<file path="config.mk">
export PLATFORM = sky130hd
export DESIGN_NAME = serial_word_deserializer
export DESIGN_NICKNAME = d
export VERILOG_FILES = /design/src/rtl/serial_pkg.sv /design/src/rtl/sipo_shift_core.sv /design/src/rtl/serial_word_deserializer.sv
export SDC_FILE = /design/constraint.sdc
export NUM_CORES = 1
export LEC_CHECK = 0
export CAP_MARGIN = 20
export CORE_ASPECT_RATIO = 1.75
export CORE_UTILIZATION = 33
export CTS_CLUSTER_SIZE = 25
export DETAILED_ROUTE_END_ITERATION = 10
export GPL_ROUTABILITY_DRIVEN = 1
export GPL_TIMING_DRIVEN = 0
export SETUP_SLACK_MARGIN = 0.02
export SYNTH_ARGS = -nofsm -noshare
export SYNTH_HDL_FRONTEND = slang
export SYNTH_SLANG_ARGS = --single-unit
</file>
<file path="constraint.sdc">
create_clock -name clk -period 1.8 [get_ports clk]
set_input_delay 0.45 -clock clk [delete_from_list [all_inputs] [get_ports clk]]
set_output_delay 0.45 -clock clk [all_outputs]
set_load 0.02 [all_outputs]
</file>
<file path="src/rtl/serial_pkg.sv">
// Shared definitions for the serial receive path: shift-direction encoding and
// receive FSM states.
package serial_pkg;

    // Same encoding as the universal shift register's shift-left/shift-right select
    localparam logic DIR_MSB_FIRST = 1'b0;
    localparam logic DIR_LSB_FIRST = 1'b1;

    typedef enum logic {
        IDLE = 1'b0,
        RECV = 1'b1
    } state_t;

endpackage

</file>
<file path="src/rtl/sipo_shift_core.sv">
// WIDTH-bit serial-in shift register with enable, direction and synchronous clear;
// exposes both the current value and the value it will load on the next edge.
module sipo_shift_core
    import serial_pkg::*;
#(
    parameter int unsigned WIDTH = 8
) (
    input  logic             clk,
    input  logic             rst_n,
    input  logic             i_en,
    input  logic             i_clr,
    input  logic             i_dir,
    input  logic             i_din,
    output logic [WIDTH-1:0] o_q,
    output logic [WIDTH-1:0] o_next
);

    logic [WIDTH-1:0] r_q;
    logic [WIDTH-1:0] w_base;
    logic [WIDTH-1:0] w_next;

    // Clear takes effect before the shift, so a clear+enable loads just the new bit
    always_comb begin
        w_base = i_clr ? '0 : r_q;
        w_next = w_base;
        if (i_en) begin
            if (i_dir == DIR_LSB_FIRST) begin
                w_next = {i_din, w_base[WIDTH-1:1]};
            end else begin
                w_next = {w_base[WIDTH-2:0], i_din};
            end
        end
    end

    always_ff @(posedge clk or negedge rst_n) begin
        if (!rst_n) begin
            r_q <= '0;
        end else begin
            r_q <= w_next;
        end
    end

    assign o_q    = r_q;
    assign o_next = w_next;

endmodule

</file>
<file path="src/rtl/serial_word_deserializer.sv">
// Collects a qualified serial bit stream into WIDTH-bit words with SOF resync,
// a one-word valid/ready output buffer and a sticky overrun flag.
module serial_word_deserializer
    import serial_pkg::*;
#(
    parameter int unsigned WIDTH = 8
) (
    input  logic             clk,
    input  logic             rst,
    input  logic             s_din,
    input  logic             s_valid,
    input  logic             s_sof,
    input  logic             dir,
    output logic [WIDTH-1:0] p_dout,
    output logic             p_valid,
    input  logic             p_ready,
    output logic             busy,
    output logic             overrun,
    input  logic             clr_overrun
);

    localparam int unsigned    CW   = $clog2(WIDTH);
    localparam logic [CW-1:0] LAST = CW'(WIDTH - 1);

    state_t           r_state;
    state_t           w_state_n;
    logic [CW-1:0]    r_cnt;
    logic [CW-1:0]    w_cnt_n;
    logic             r_dir_q;
    logic             w_dir_n;
    logic             w_first;
    logic             w_complete;
    logic [WIDTH-1:0] w_word;
    logic [WIDTH-1:0] w_unused_q;
    logic [WIDTH-1:0] r_dout;
    logic             r_valid;
    logic             r_busy;
    logic             r_overrun;

    sipo_shift_core #(
        .WIDTH (WIDTH)
    ) u_shift (
        .clk    (clk),
        .rst_n  (rst),
        .i_en   (s_valid),
        .i_clr  (w_first),
        .i_dir  (w_dir_n),
        .i_din  (s_din),
        .o_q    (w_unused_q),
        .o_next (w_word)
    );

    always_comb begin
        w_state_n  = r_state;
        w_cnt_n    = r_cnt;
        w_dir_n    = r_dir_q;
        w_first    = 1'b0;
        w_complete = 1'b0;
        if (s_valid) begin
            w_first = s_sof || (r_state == IDLE);
            if (w_first) begin
                w_dir_n   = dir;
                w_cnt_n   = CW'(1);
                w_state_n = RECV;
            end else if (r_cnt == LAST) begin
                w_cnt_n    = '0;
                w_state_n  = IDLE;
                w_complete = 1'b1;
            end else begin
                w_cnt_n = r_cnt + CW'(1);
            end
        end
    end

    always_ff @(posedge clk or negedge rst) begin
        if (!rst) begin
            r_state   <= IDLE;
            r_cnt     <= '0;
            r_dir_q   <= 1'b0;
            r_busy    <= 1'b0;
            r_dout    <= '0;
            r_valid   <= 1'b0;
            r_overrun <= 1'b0;
        end else begin
            r_state <= w_state_n;
            r_cnt   <= w_cnt_n;
            r_dir_q <= w_dir_n;
            r_busy  <= (w_cnt_n != '0);
            // A drain on the completion edge frees the buffer for the new word
            if (w_complete && (!r_valid || p_ready)) begin
                r_dout  <= w_word;
                r_valid <= 1'b1;
            end else if (!w_complete && p_ready) begin
                r_valid <= 1'b0;
            end
            if (w_complete && r_valid && !p_ready) begin
                r_overrun <= 1'b1;
            end else if (clr_overrun) begin
                r_overrun <= 1'b0;
            end
        end
    end

    assign p_dout  = r_dout;
    assign p_valid = r_valid;
    assign busy    = r_busy;
    assign overrun = r_overrun;

endmodule

</file>
==> qor.yml <==
status: "finished clean"
postSynth.asyncResetShare_pct: 100
yosysUniqueCellTypes: 23
cp-end-kind: "output port"
cts_hold_buf: 0
worstRegToRegCells: 6
ant_nets: 0
yosysSeqAreaShare_pct: 56.5
grt_pass1_vias: 750
cts_setup_buffers: 0
cts_root_buf: "clkbuf_8"
hold_depth: 1
antenna_cells: 0
vias_per_cell: 4.55
syn_inst: 93
ys_seq_elements: 24
power_w: 0.00169
syn_nets: 103
port_buffers: 18
synth.most_common_cell: "dfrtp_1"
track_usage_pct: 13.8
synth_area_mm2: 0.00106
grt_antenna_before_repair: 0
timing.final.crit_share_pct: 93.6
die_y_um: 77.1
syn2layout_area_growth_pct: 30.0
dp_slack_ps: -115
hpwl_um: 1430
synthTopCellsByArea: "dfrtp_1, mux2i_1, inv_1"
fp.dieW_um: 44.9
worst_hold_path_type: "flop to flop"
p_leak_nw: 0.624
critical_path_class: "flop to output port"
critPathRequiredTime_ps: 1350
clk_latency_ps: 270
ys.flop_type: "dfrtp_1"
overflow: 0
final_core_util_pct: 46.2
ys_warn_count: 0
cts.clk_slew.worst_paths_ps: 90
crit_family: "buffers and inverters"
initial_core_util_pct: 35.5
die_area_mm2: 0.00346
synth_edf_count: 0
finalNetCount: 127
worst-path-stages: 1
max_cap_viol_count: 0
num_vias: 719
htreeDepth: 1
drt_first_pass_iters: 4
row_count: 26
critPathMaxFanout: 2
finalHoldViolations: 0
synth_top_area_share_pct: 56.5
path_buf_inv: 1
grt_max_degree: 25
cts_buffers: 3
path_cells: "clkdlybuf4s50_1"
drt_iter0_drc: 16
place_congestion: 0.762
reg2reg_slack_ps: 310
placed_cell_area_mm2: 0.00129
crit_path_top_delay_cell: "clkdlybuf4s50_1"
cp-start-kind: "flop"
cts_tree: "done"
cts_resized: 0
nFillCells: 311
setup_violations: 0
yosys-top-cells-count: "dfrtp_1, inv_1, mux2i_1"
relSlewSlack_pct: 61.7
setup_slack_ps: 115
clockBufferDepth: 2
rsz0062_at_grt: "false"
design.core.area_mm2: 0.00299
drive_above_1_share_pct: 9.48
grt_pass1_wl_um: 3390
drc_errors: 0
wl_per_cell_um: 12.5
cts_sinks: 24
peakVddDrop_mv: 0.486
io_pins: 19
p_per_area_mw_per_mm2: 1220
fmax_ghz: 0.593
critPathMaxStageDelay_ps: 600
slew_viol_final: 0
drt_wl_total_um: 1970
yosys.area.top_type: "dfrtp_1"
tightestPinTransition_ps: 573
cp.arrival_ps: 1240
finClkSkew_ps: 6.59
final_cell_area_mm2: 0.00138
min_period_ps: 1690
syn_area_per_cell_um2: 11.4
where the power goes:
part / switching, W / internal [W]
sequential: 0.0000590 / 0.000654
combinational: 0.000258 / 0.000250
clock: 0.000173 / 0.000298
final cells by class:
cell class | instances | area, µm² | share of cell area [%]
clock buffers | 3 | 41.3 | 2.99
repair buffers | 19 | 195 | 14.1
inverters | 18 | 67.6 | 4.89
flip-flops and latches | 24 | 601 | 43.5
plain buffers | 4 | 27.5 | 1.99
clock inverters | 1 | 30.0 | 2.17
multi-input cells | 47 | 367 | 26.5
well taps | 42 | 52.6 | 3.80
final timing paths:
path | startpoint | endpoint
worst max-delay path | p_dout[5] | p_dout[5]
worst min register to register | r_state | r_state
min in group asynchronous | rst | r_cnt[0]
worst min-delay path | r_state | r_state
worst max register to register | r_cnt[0] | p_dout[5]
max in group asynchronous | rst | p_dout[3]
through the flow:
stage	std cells	setup TNS, ps	hold WS (ps)
2_1_floorplan	93	0	154
3_3_place_gp	153	-800	495
3_5_place_dp	153	-841	502
4_1_cts	157	0	521
5_1_grt	158	0	542
6_report	158	0	517
layout by cell type, fill, tap and decap left out:
master	synthesis	final
o22ai_1	7	7
a21oi_1	2	2
ha_1	2	2
bufinv_16	0	1
clkbuf_1	1	1
nor2b_4	1	1
o21a_1	2	2
nand3_1	3	3
a32oi_1	1	1
inv_1	18	18
buf_8	0	1
nor2_1	2	2
mux2i_1	15	15
mux2_2	1	1
o211ai_1	1	1
nor2b_2	1	1
dfrtp_1	24	24
clkbuf_8	0	3
nand2_1	3	3
buf_4	1	1
buf_6	1	1
o21ai_0	2	2
or3_1	1	1
clkdlybuf4s50_1	0	18
buf_2	1	1
o32a_1	1	1
nand2b_1	2	2
registers in the layout, indices dropped and copies added, names as in the netlist:
register,cells
p_valid,1
busy,1
u_shift.o_q,8
r_cnt,3
r_dir_q,1
p_dout,8
r_state,1
overrun,1
routing by layer:
layer	up-vias	wire (µm)	GRT usage, %
li1	355	-	-
met1	344	793	14.7
met2	15	1020	22.4
met3	5	87	2.82
met4	0	74	10.9
met5	-	0	0
kinds of logic after synthesis:
group	share of synthesized area, %
flip-flops	56.5
buffers and inverters	8.95
AO/OA/AOI/OAI	9.89
multiplexers	15.2
AND/OR/NAND/NOR	7.07
adder cells (fa/ha/maj)	2.36
Power figures use the tool's default switching activity.
